$ cat config.mk
export PLATFORM = sky130hd
export DESIGN_NAME = wb_obi_bridge
export DESIGN_NICKNAME = d
export VERILOG_FILES = /design/src/rtl/wb_obi_bridge.sv
export SDC_FILE = /design/constraint.sdc
export NUM_CORES = 1
export LEC_CHECK = 0
export CAP_MARGIN = 10
export CORE_MARGIN = 1
export CORE_UTILIZATION = 42
export CTS_BUF_LIST = sky130_fd_sc_hd__clkbuf_16
export DETAILED_ROUTE_END_ITERATION = 10
export PLACE_DENSITY = 0.87
export SYNTH_ARGS = -nofsm -noshare
export SYNTH_HDL_FRONTEND = slang
export SYNTH_SLANG_ARGS = --single-unit
$ cat constraint.sdc
create_clock -name wb_clk_i -period 1.69 [get_ports wb_clk_i]
set_input_delay 0.2535 -clock wb_clk_i [delete_from_list [all_inputs] [get_ports wb_clk_i]]
set_output_delay 0.2535 -clock wb_clk_i [all_outputs]
set_load 0.01 [all_outputs]
$ cat src/rtl/wb_obi_bridge.sv
// wb_obi_bridge: Wishbone-classic slave to OBI master bridge with response timeout.
// A timed-out OBI transfer is still driven to completion and its response discarded.
module wb_obi_bridge #(
    parameter int                ADDR_W      = 32,
    parameter int                DATA_W      = 32,
    parameter logic [ADDR_W-1:0] ADDR_OFFSET = '0,
    parameter int                TIMEOUT_CYC = 255
) (
    input  logic                wb_clk_i,
    input  logic                soc_rst_ni,
    input  logic                wb_cyc_i,
    input  logic                wb_stb_i,
    input  logic                wb_we_i,
    input  logic [DATA_W/8-1:0] wb_sel_i,
    input  logic [ADDR_W-1:0]   wb_addr_i,
    input  logic [DATA_W-1:0]   wb_wdata_i,
    output logic [DATA_W-1:0]   wb_rdata_o,
    output logic                wb_ack_o,
    output logic                wb_err_o,
    output logic                obi_req_o,
    input  logic                obi_gnt_i,
    output logic [ADDR_W-1:0]   obi_addr_o,
    output logic                obi_we_o,
    output logic [DATA_W/8-1:0] obi_be_o,
    output logic [DATA_W-1:0]   obi_wdata_o,
    input  logic                obi_rvalid_i,
    input  logic [DATA_W-1:0]   obi_rdata_i
);
    localparam int CNT_W = TIMEOUT_CYC > 0 ? $clog2(TIMEOUT_CYC + 1) : 1;

    typedef enum logic [2:0] {IDLE, REQ, WAIT, ACK, ERR, DRAIN} state_e;

    state_e              state_q, state_d;
    logic [CNT_W-1:0]    cnt_q, cnt_d;
    logic                granted_q, granted_d;
    logic                abort_q, abort_d;
    logic                req_q, req_d;
    logic [ADDR_W-1:0]   addr_q, addr_d;
    logic                we_q, we_d;
    logic [DATA_W/8-1:0] be_q, be_d;
    logic [DATA_W-1:0]   wdata_q, wdata_d;
    logic [DATA_W-1:0]   rdata_q, rdata_d;
    logic                ack_q, ack_d;
    logic                err_q, err_d;
    logic                timeout;

    assign timeout = (TIMEOUT_CYC != 0) && (cnt_q == CNT_W'(TIMEOUT_CYC));

    always_comb begin
        state_d   = state_q;
        cnt_d     = cnt_q;
        granted_d = granted_q;
        abort_d   = abort_q;
        req_d     = req_q;
        addr_d    = addr_q;
        we_d      = we_q;
        be_d      = be_q;
        wdata_d   = wdata_q;
        rdata_d   = rdata_q;
        ack_d     = 1'b0;
        err_d     = 1'b0;
        case (state_q)
            IDLE: begin
                if (wb_cyc_i && wb_stb_i && !ack_q && !err_q) begin
                    addr_d    = wb_addr_i + ADDR_OFFSET;
                    we_d      = wb_we_i;
                    be_d      = wb_sel_i;
                    wdata_d   = wb_wdata_i;
                    req_d     = 1'b1;
                    cnt_d     = '0;
                    granted_d = 1'b0;
                    abort_d   = 1'b0;
                    state_d   = REQ;
                end
            end
            REQ, WAIT: begin
                abort_d = abort_q | ~wb_cyc_i;
                if (TIMEOUT_CYC != 0) cnt_d = cnt_q + 1'b1;
                if (state_q == REQ && obi_gnt_i) begin
                    req_d     = 1'b0;
                    granted_d = 1'b1;
                end
                // a response arriving on the expiry cycle takes priority over the timeout
                if (state_q == WAIT && obi_rvalid_i) begin
                    rdata_d = abort_d ? rdata_q : obi_rdata_i;
                    ack_d   = ~abort_d;
                    state_d = abort_d ? IDLE : ACK;
                end else if (timeout) begin
                    err_d   = ~abort_d;
                    state_d = abort_d ? DRAIN : ERR;
                end else if (state_q == REQ && obi_gnt_i) begin
                    state_d = WAIT;
                end
            end
            ACK: state_d = IDLE;
            ERR, DRAIN: begin
                if (req_q && obi_gnt_i) begin
                    req_d     = 1'b0;
                    granted_d = 1'b1;
                end
                state_d = (granted_q && obi_rvalid_i) ? IDLE : DRAIN;
            end
            default: state_d = IDLE;
        endcase
    end

    always_ff @(posedge wb_clk_i or negedge soc_rst_ni) begin
        if (!soc_rst_ni) begin
            state_q   <= IDLE;
            cnt_q     <= '0;
            granted_q <= 1'b0;
            abort_q   <= 1'b0;
            req_q     <= 1'b0;
            addr_q    <= '0;
            we_q      <= 1'b0;
            be_q      <= '0;
            wdata_q   <= '0;
            rdata_q   <= '0;
            ack_q     <= 1'b0;
            err_q     <= 1'b0;
        end else begin
            state_q   <= state_d;
            cnt_q     <= cnt_d;
            granted_q <= granted_d;
            abort_q   <= abort_d;
            req_q     <= req_d;
            addr_q    <= addr_d;
            we_q      <= we_d;
            be_q      <= be_d;
            wdata_q   <= wdata_d;
            rdata_q   <= rdata_d;
            ack_q     <= ack_d;
            err_q     <= err_d;
        end
    end

    assign wb_rdata_o  = rdata_q;
    assign wb_ack_o    = ack_q;
    assign wb_err_o    = err_q;
    assign obi_req_o   = req_q;
    assign obi_addr_o  = addr_q;
    assign obi_we_o    = we_q;
    assign obi_be_o    = be_q;
    assign obi_wdata_o = wdata_q;
endmodule

==> out/qor.csv, run 1 <==
stage;metric;value;unit
routing;WL final;12800;µm
setup_path;r2r endpoint;obi_be_o[2];
timing;worst rel slew slack;60.3;%
die;total die area;0.0116;mm²
synthesis;Syn Std Cell Area;0.00469;mm²
cells_and_area;diode count;0;
synthesis;FF+latch count, synth;117;
die;core area;0.0108;mm²
routing;Via density;4.91;
clocking;clk buf depth;2;
timing;setup TNS;0;ps
timing;clock skew;6.07;ps
routing;antenna-violating nets left;0;
power_and_ir_drop;sequential share of power;34.8;%
timing;RSZ-0062 raised after global routing;true;
global_route;met2 GRT Util;38.0;%
global_route;gr ovfl total;0;
clocking;clock sink total;117;
timing;post-route worst setup slack;73.5;ps
die;die width;108;µm
placed_design;DP Cell Count;874;
setup_path;crit path DAT;1360;ps
setup_path;worst r2r path cells;5;
die;FP Rows;38;
worst_hold_path;HP Class;in -> reg;
power_and_ir_drop;switching share of power;31.9;%
power_and_ir_drop;switching pwr;4.47;mW
synthesis;Distinct cells, synth;37;
synthesis;Seq/Total Area, Yosys;62.4;%
routing;# DRC;0;
setup_path;Largest stage delay, worst path;580;ps
power_and_ir_drop;Peak VDD IR;0.876;mV
global_route;vias in the first global route;4458;
synthesis;Synth area leader;dfrtp_1;
synthesis;syn avg cell area;8.85;µm²
timing;crit path time final;1620;ps
clocking;CTS Root Buffer Type;clkbuf_16;
clocking;CTS tree;built;
timing;hold_ws;374;ps
timing;FMAX;619;MHz
setup_path;slowest stage cell on the critical path;clkdlybuf4s50_1;
placed_design;DP HPWL;8910;µm
cells_and_area;Layout area overhead;64.7;%
power_and_ir_drop;PD cells;1820;mW/mm²
cells_and_area;nets;863;
routing;Avg WL per Cell;14.1;µm
flow_run;total of max-cap violations;0;
die;starting density of the core;43.2;%
setup_path;CP Launch Type;register;
cells_and_area;Final Non-Filler Cells;908;
power_and_ir_drop;Cell Int Power;9.56;mW
synthesis;cell count after synthesis;530;
setup_path;Max FO, Critical Path;3;
synthesis;area fraction of the dominant cell type after synthesis;62.4;%
setup_path;reg-to-reg critical path startpoint;state_q[1];
global_route;global routing's busiest layer;met2;
clocking;clock latency at the later pin of the worst-skew pair;410;ps
cells_and_area;Util after Layout;71.2;%
status;status;complete, no violations;
routing;drt pass-1 iters;4;
synthesis;largest cells by area after synthesis;dfrtp_1, nand2_1, buf_2, clkbuf_1, a21oi_1;
setup_path;Crit Path Class;reg -> out;
power_and_ir_drop;Comb power frac;38.9;%
timing;Least-Margin Pin Slew;596;ps
clocking;CTS Buf Count;17;
cells_and_area;Post-Layout Inst Area;0.00772;mm²
timing;fin crit share;95.7;%
setup_path;CP Capture Type;primary output;
setup_path;R2R setup slack;80;ps
power_and_ir_drop;Clk pwr share;26.2;%
placed_design;port buffer count;210;
setup_path;worst path bufs/invs;1;
global_route;GRT Resource Usage Total;22.6;%
global_route;first-pass GRT wire length;20200;µm
timing;final hold violation count;0;
global_route;met1 GRT Util;25.9;%
clocking;register clock-pin slew on the reported worst setup and hold paths;50;ps
placed_design;Placed Area;0.00704;mm²
timing;Final Setup Violations;0;
power_and_ir_drop;total power;14.0;mW
die;io pins;211;
placed_design;dpl ws;-363;ps
worst_hold_path;Hold Path End;obi_wdata_o[8];
clocking;post-CTS setup buffer count;0;
worst_hold_path;Hold Startpoint;wb_wdata_i[8];
global_route;largest net degree at the start of global routing;118;
setup_path;dominant delay contributor by cell family on the critical path;buffers and inverters;
global_route;GRT met3 Usage;6.48;%
synthesis;synth warn;0;
cells_and_area;fraction of layout cells with a size suffix above 1;7.55;%
routing;vias post-DR;4454;
global_route;initial antenna violation count;0;
setup_path;critical path, cell by cell;clkdlybuf4s50_1;
routing;initial DRC count;254;
power_and_ir_drop;leakage;3.72;nW
timing;Final Max Tran Viols;0;
clocking;H-tree depth;4;
synthesis;syn nets;638;
setup_path;Worst Path Required;1440;ps
placed_design;GPL Wtd Cong;0.816;
worst_hold_path;Hold Path Stages;3;
die;Die H;108;µm
layout by cell type, fill, tap and decap left out, drive strengths merged, types with 2 or more instances in the layout:
cell type and instances:
or4 4, a21oi 7, nor4 2, o21ai 7, clkbuf 18, dfrtp 117
nand2b 3, nor4b 2, bufinv 4, buf 23, clkinv 6, o211ai 2
nor2 8, nor3 2, inv 6, nand3 5, nand4bb 2, xnor2 3
nand2 313, a21o 2, a211oi 3, o31ai 2, clkdlybuf4s50 209, clkinvlp 4
timing repair:
action | CTS | global route
setup endpoints to repair | 0 | 67
endpoints found under the hold margin | 117 | 0
gates resized for setup | 0 | 6
hold buffers | 1 | 0
cell usage after synthesis, drive strengths merged:
library cell and count:
a211o 1, buf 18, o21a 1, dfrtp 117, or4 4, nand4bb 2, nand3b 1, inv 5
nor4b 2, clkbuf 10, o21ai 7, a31oi 1, o22ai 1, nor4bb 1, and3 1, a211oi 3
nor4 2, nor3 2, a21o 2, a311oi 1, nor2 8, a21oi 7, nand3 5, nand2b 3
o31ai 2, a22o 1, ha 1, xnor2 3, o22a 1, or2 1, nand4 1, nand2 313
o211ai 2
power by group through the flow:
stage                     sequential [mW]  clock, mW  combinational (mW)
final                                4.88       3.68                5.46
after global routing                 5.02       3.90                5.96
after CTS                            4.88       3.75                5.47
after detailed placement             4.86          0                5.45
after global placement               4.83          0                5.24
after floorplan                      5.33          0                1.63
final cells by class:
type	instances	area, µm²
fill	783	3120
sequential	117	2930
timing repair buffer	234	2340
multi-input combinational	380	1640
clock buffer	17	425
clock inverter	15	189
tap	140	175
inverter	5	18.8
cells by family (layout without fill, tap and decap cells):
family                   count (synthesis)  count (layout)  synth area share, %
AO/OA/AOI/OAI                           30              30                 4.11
flip-flops                             117             117                 62.5
XOR/XNOR                                 3               3                0.561
adder cells (fa/ha/maj)                  1               1                0.267
buffers and inverters                   33             271                 3.23
AND/OR/NAND/NOR                        346             346                 29.4
state kept, by name, summed over array words and instances, names as in the netlist:
signal and count:
granted_q 1, obi_we_o 1, state_q 3, wb_err_o 1
obi_addr_o 32, wb_rdata_o 32, obi_req_o 1, abort_q 1
obi_wdata_o 32, obi_be_o 4, wb_ack_o 1, cnt_q 8
how the worst max path moves through the flow:
stage / from / to / slack [ps] / cells after the start
after detailed placement: wb_cyc_i / obi_addr_o[31] / -360 / 6
after CTS: wb_err_o / obi_addr_o[31] / 40 / 6
after global placement: wb_cyc_i / obi_addr_o[19] / -280 / 6
after global routing: wb_err_o / cnt_q[2] / -4 / 6
after floorplan: wb_err_o / cnt_q[5] / 130 / 5
final: wb_ack_o / wb_ack_o / 70 / 1
routing by layer:
layer / wire [µm] / vias to the layer above
met3: 922 / 41
met5: 0 / -
met4: 458 / 0
li1: - / 2111
met2: 6370 / 196
met1: 5090 / 2106
No activity file was read; power rests on OpenSTA's default activity.
==> inputs of run 2 (changes only) <==
--- a/config.mk
+++ b/config.mk
@@ -6,7 +6,7 @@
 export NUM_CORES = 1
 export LEC_CHECK = 0
 export CAP_MARGIN = 10
-export CORE_MARGIN = 1
+export CORE_MARGIN = 2
 export CORE_UTILIZATION = 42
 export CTS_BUF_LIST = sky130_fd_sc_hd__clkbuf_16
 export DETAILED_ROUTE_END_ITERATION = 10
==> run 2 against run 1 <==
Against the previous run: total power fell by 4.3%; first-iteration DRC count grew 15%; sequential share of layout area rose by 0.43 points; clock power decreased by 17%; count of clock-buffer cells in the layout unchanged; setup slack worse by 4.3 ps; highest routed layer unchanged; clock skew is 0.80 ps higher; fmax decreased by 0.27%; register-to-register slack improved by 20 ps; critical path depth unchanged.
==> out/qor.csv, run 2 (same netlist as run 1, synthesis figures left out) <==
stage;metric;value;unit;change
status;status;complete, no violations;;
power_and_ir_drop;PD cells;1760;mW/mm²;-3.2%
timing;Least-Margin Pin Slew;398;ps;-198 ps
clocking;CTS Buf Count;17;;unchanged
cells_and_area;fraction of layout cells with a size suffix above 1;6.80;%;-0.75 points
clocking;CTS Root Buffer Type;clkbuf_16;;
placed_design;port buffer count;210;;unchanged
routing;antenna-violating nets left;0;;unchanged
power_and_ir_drop;leakage;3.71;nW;-0.49%
power_and_ir_drop;Comb power frac;41.1;%;+2.2 points
setup_path;dominant delay contributor by cell family on the critical path;buffers and inverters;;
routing;vias post-DR;4394;;-1.3%
placed_design;DP HPWL;9460;µm;+6.2%
timing;RSZ-0062 raised after global routing;false;;
die;core area;0.0109;mm²;+0.44%
die;starting density of the core;43.1;%;-0.19 points
clocking;clk buf depth;2;;unchanged
timing;crit path time final;1620;ps;+4.32 ps
flow_run;total of max-cap violations;0;;unchanged
global_route;vias in the first global route;4341;;-2.6%
power_and_ir_drop;Clk pwr share;22.8;%;-3.4 points
setup_path;R2R setup slack;100;ps;+20 ps
setup_path;Worst path depth;1;;unchanged
setup_path;slowest stage cell on the critical path;clkdlybuf4s50_1;;
cells_and_area;most frequent cells in the layout;nand2_1, clkdlybuf4s50_1, dfrtp_1, buf_4, clkbuf_16;;
global_route;GRT Resource Usage Total;21.8;%;-0.78 points
global_route;initial antenna violation count;0;;unchanged
routing;# DRC;0;;unchanged
setup_path;Largest stage delay, worst path;580;ps;about the same
cells_and_area;Layout area overhead;62.9;%;
setup_path;Max FO, Critical Path;3;;unchanged
timing;final hold violation count;0;;unchanged
die;io pins;211;;unchanged
routing;WL final;13000;µm;+1.5%
power_and_ir_drop;switching pwr;4.36;mW;-2.4%
global_route;first-pass GRT wire length;20300;µm;+0.31%
timing;fin crit share;95.9;%;+0.26 points
worst_hold_path;HP Class;in -> async;;
clocking;CTS tree;built;;
setup_path;CP Capture Type;primary output;;
timing;Final Max Tran Viols;0;;unchanged
routing;drt pass-1 iters;5;;+1
setup_path;crit path DAT;1370;ps;about the same
global_route;gr ovfl total;0;;unchanged
routing;Via density;4.86;;-1.0%
clocking;clock sink total;117;;unchanged
power_and_ir_drop;sequential share of power;36.1;%;+1.3 points
timing;setup TNS;0;ps;unchanged
power_and_ir_drop;Cell Int Power;9.06;mW;-5.2%
cells_and_area;diode count;0;;unchanged
clocking;H-tree depth;4;;unchanged
setup_path;worst r2r path cells;4;;-1
cells_and_area;nets;864;;+0.12%
global_route;largest net degree at the start of global routing;51;;-57%
routing;Avg WL per Cell;14.4;µm;+1.8%
placed_design;GPL Wtd Cong;0.844;;+3.5%
timing;hold_ws;328;ps;-46.0 ps
setup_path;Crit Path Class;reg -> out;;
power_and_ir_drop;Peak VDD IR;0.821;mV;-6.3%
die;Die H;110;µm;+1.9%
cells_and_area;sequential cell area;0.00293;mm²;unchanged
die;die width;110;µm;+1.9%
die;total die area;0.0120;mm²;+3.8%
timing;Final Setup Violations;0;;unchanged
setup_path;CP Launch Type;register;;
die;FP Rows;38;;unchanged
setup_path;critical path, cell by cell;clkdlybuf4s50_1;;
timing;FMAX;617;MHz;-0.27%
cells_and_area;most common cell after layout, fill and taps aside;nand2_1;;
power_and_ir_drop;switching share of power;32.5;%;+0.63 points
cells_and_area;footprint of the multi-input gates;0.00165;mm²;+0.31%
setup_path;Worst Path Required;1440;ps;about the same
timing;worst rel slew slack;73.4;%;+13 points
clocking;clock latency at the later pin of the worst-skew pair;400;ps;about the same
setup_path;worst path bufs/invs;1;;unchanged
cells_and_area;FILL cells;783;;unchanged
power_and_ir_drop;total power;13.4;mW;-4.3%
timing;clock skew;6.87;ps;+0.802 ps
routing;initial DRC count;293;;+15%
clocking;register clock-pin slew on the reported worst setup and hold paths;50;ps;about the same
-- run 2: cell count changes in the layout (fill, tap and decap cells not counted), sizes merged --
cell,change
clkinvlp,-4
inv,+1
bufinv,-3
buf,+2
clkinv,+2
clkbuf,-1
-- run 2: power groups by stage --
stage	combinational [mW]	sequential, mW	clock (mW)
after detailed placement	5.52	4.86	0
after global placement	5.32	4.79	0
after global routing	6.04	5.00	3.27
after CTS	5.55	4.85	3.12
final	5.52	4.85	3.06
after floorplan	1.63	5.33	0
-- run 2: area by class of cell --
class	instances	area share [%]
Clock buffer	17	5.57
Clock inverter	11	0.967
Inverter	5	0.246
Multi-Input combinational cell	380	21.6
Sequential cell	117	38.3
Tap cell	140	2.29
Timing Repair Buffer	235	31.0
-- run 2: metrics by stage --
step	utilization [%]	cell area, µm²	std cells	setup slack [ps]
floorplan	-	4690	530	127
global placement	65.1	7090	876	-285
detailed placement	65.1	7090	876	-297
CTS	69.8	7600	905	34.8
global route	70.1	7640	905	8.04
finish	70.1	7640	905	69.2
-- run 2: final timing paths --
kind	endpoint	startpoint
max	wb_ack_o	wb_ack_o
min	wb_rdata_o[10]	soc_rst_ni
max reg2reg	cnt_q[7]	wb_err_o
min reg2reg	wb_rdata_o[9]	wb_rdata_o[9]
max in group asynchronous	obi_addr_o[13]	soc_rst_ni
min in group wb_clk_i	obi_wdata_o[12]	wb_wdata_i[12]
-- run 2: timing repair --
item	in CTS	in global routing
resized for setup	0	5
endpoints found under the hold margin	22	0
endpoints found under the setup margin	0	74
hold buffers	1	0
buffers inserted	0	0
-- run 2: metal layers --
| metal | global-route usage [%] | vias to the layer above | part of all wire, % |
|---|---|---|---|
| li1 | - | 2104 | - |
| met1 | 25.6 | 2085 | 39 |
| met2 | 37.5 | 181 | 51 |
| met3 | 6.82 | 24 | 8.0 |
| met4 | 8.32 | 0 | 2.0 |
| met5 | 0 | - | 0 |
==> inputs of run 3 (changes only) <==
==> constraint.sdc (replaced) <==
create_clock -name wb_clk_i -period 1.7 [get_ports wb_clk_i]
set_input_delay 0.255 -clock wb_clk_i [delete_from_list [all_inputs] [get_ports wb_clk_i]]
set_output_delay 0.255 -clock wb_clk_i [all_outputs]
set_load 0.01 [all_outputs]
==> run 3 against run 2 <==
Against the previous run: non-clock buffer count unchanged; flip-flop and latch count unchanged; via count increased by 0.61%; first-iteration DRC count decreased by 27%; wire length increased by 1.3%; critical path type is now in -> reg; combinational power decreased by 0.7%; setup slack got worse by 34 ps.
==> out/qor.csv, run 3 (same netlist as run 1, synthesis figures left out) <==
stage;metric;value;unit;change
global_route;GRT Resource Usage Total;22.0;%;+0.18 points
setup_path;Critical Path Most Common Cell;nand2_1;;
power_and_ir_drop;Clk pwr share;26.6;%;+3.8 points
die;core area;0.0109;mm²;unchanged
flow_run;total of max-cap violations;0;;unchanged
placed_design;DP HPWL;9410;µm;-0.49%
global_route;largest net degree at the start of global routing;51;;unchanged
setup_path;critical path, cell by cell;clkdlybuf4s50_1 -> nor4bb_1 -> nand3b_1 -> buf_4 -> nand2_1 -> nand2_1;;
die;Die H;110;µm;unchanged
timing;Least-Margin Pin Slew;412;ps;+13.3 ps
timing;Final Max Tran Viols;0;;unchanged
cells_and_area;fraction of layout cells with a size suffix above 1;7.02;%;+0.22 points
placed_design;dpl ws;-275;ps;+21.7 ps
power_and_ir_drop;switching pwr;4.40;mW;+0.94%
die;starting density of the core;43.1;%;unchanged
cells_and_area;diode count;0;;unchanged
timing;post-route worst setup slack;35.0;ps;-34.2 ps
routing;antenna-violating nets left;0;;unchanged
routing;Avg WL per Cell;14.5;µm;+0.84%
setup_path;Max FO, Critical Path;22;;+19
clocking;clock sink total;117;;unchanged
timing;setup TNS;0;ps;unchanged
cells_and_area;Post-Layout Inst Area;0.00775;mm²;+1.5%
setup_path;R2R setup slack;100;ps;about the same
clocking;CTS Buf Count;17;;unchanged
power_and_ir_drop;leakage;3.76;nW;+1.4%
clocking;CTS tree;built;;
power_and_ir_drop;sequential share of power;34.4;%;-1.7 points
routing;drt pass-1 iters;4;;-1
power_and_ir_drop;Comb power frac;39.0;%;-2.1 points
setup_path;slowest stage cell on the critical path;clkdlybuf4s50_1;;
routing;Via density;4.86;;+0.17%
power_and_ir_drop;PD cells;1810;mW/mm²;+3.0%
timing;final hold violation count;0;;unchanged
routing;WL final;13200;µm;+1.3%
setup_path;CP Capture Type;register;;
cells_and_area;FILL cells;769;;-1.8%
global_route;gr ovfl total;0;;unchanged
routing;initial DRC count;214;;-27%
setup_path;Largest stage delay, worst path;570;ps;about the same
power_and_ir_drop;switching share of power;31.4;%;-1.1 points
worst_hold_path;HP Class;in -> async;;
timing;FMAX;601;MHz;
timing;hold_ws;339;ps;+10.7 ps
routing;vias post-DR;4421;;+0.61%
timing;RSZ-0062 raised after global routing;false;;
clocking;clk buf depth;2;;unchanged
clocking;clock latency at the later pin of the worst-skew pair;400;ps;about the same
die;FP Rows;38;;unchanged
cells_and_area;Layout area overhead;65.3;%;
clocking;H-tree depth;4;;unchanged
power_and_ir_drop;Cell Int Power;9.64;mW;+6.3%
power_and_ir_drop;total power;14.0;mW;+4.6%
die;io pins;211;;unchanged
placed_design;Placed Area;0.00709;mm²;unchanged
status;status;complete, no violations;;
cells_and_area;most frequent cells in the layout;nand2_1, clkdlybuf4s50_1, dfrtp_1, buf_4, clkbuf_16;;
cells_and_area;nets;864;;unchanged
setup_path;worst setup path start;wb_cyc_i;;
placed_design;GPL Wtd Cong;0.844;;unchanged
clocking;register clock-pin slew on the reported worst setup and hold paths;50;ps;about the same
setup_path;Crit Path Class;in -> reg;;
global_route;vias in the first global route;4340;;-0.023%
global_route;initial antenna violation count;0;;unchanged
timing;Final Setup Violations;0;;unchanged
power_and_ir_drop;Peak VDD IR;0.924;mV;+12%
setup_path;r2r endpoint;obi_wdata_o[3];;
routing;# DRC;0;;unchanged
global_route;first-pass GRT wire length;20400;µm;+0.65%
timing;clock skew;7.84;ps;+0.972 ps
setup_path;Worst Path Required;1990;ps;+550 ps
timing;fin crit share;97.9;%;
setup_path;worst r2r path cells;5;;+1
setup_path;crit path DAT;1950;ps;+580 ps
timing;crit path time final;1660;ps;
placed_design;port buffer count;210;;unchanged
setup_path;dominant delay contributor by cell family on the critical path;simple AND/OR/NAND/NOR gates;;
cells_and_area;most common cell after layout, fill and taps aside;nand2_1;;
setup_path;reg-to-reg critical path startpoint;wb_ack_o;;
clocking;CTS Root Buffer Type;clkbuf_16;;
setup_path;worst path bufs/invs;2;;+1
setup_path;CP Launch Type;input pin;;
die;die width;110;µm;unchanged
die;total die area;0.0120;mm²;unchanged
timing;worst rel slew slack;72.2;%;-1.3 points
## run 3: cell count changes in the layout (fill, tap and decap cells not counted)
cell        change
clkinvlp_4      +1
nor4bb_1        +1
inv_1           +1
bufinv_16       +4
clkinv_2        -2
nor4bb_2        -1
## run 3: timing repair
action | in CTS | in global routing
endpoints found under the setup margin | 0 | 72
resized for setup | 0 | 4
setup buffers | 0 | 0
hold buffers | 1 | 0
hold endpoints to repair | 22 | 0
## run 3: worst max-delay path by stage
stage,endpoint,slack (ps),depth (start not counted)
floorplan,cnt_q[5],140,5
global placement,cnt_q[4],-280,6
detailed placement,obi_addr_o[31],-280,6
CTS,obi_wdata_o[3],20,5
global route,state_q[0],3,5
finish,obi_wdata_o[3],40,6
## run 3: final cells by class
| class | count | area, µm² | area share, % |
|---|---|---|---|
| Clock buffer | 17 | 425 | 5.49 |
| Clock inverter | 15 | 195 | 2.52 |
| Inverter | 5 | 18.8 | 0.242 |
| Multi-Input combinational cell | 380 | 1640 | 21.2 |
| Sequential cell | 117 | 2930 | 37.8 |
| Tap cell | 140 | 175 | 2.26 |
| Timing Repair Buffer | 235 | 2370 | 30.6 |
## run 3: metrics by stage
stage,utilization (%),std cells
2_1_floorplan,-,530
3_3_place_gp,65.1,876
3_5_place_dp,65.1,876
4_1_cts,70.9,909
5_1_grt,71.2,909
6_report,71.2,909
## run 3: power by group through the flow
stage	Sequential, mW	Clock [mW]	Combinational [mW]
finish	4.83	3.73	5.48
floorplan	5.30	0	1.62
global route	4.99	3.93	5.99
detailed placement	4.84	0	5.47
global placement	4.77	0	5.29
CTS	4.83	3.80	5.53
## run 3: per-layer routing
layer	wire [µm]	up-vias	track usage, %
li1	-	2112	-
met1	5080	2086	25.2
met2	6780	206	39.1
met3	1140	17	7.17
met4	208	0	6.51
met5	0	-	0
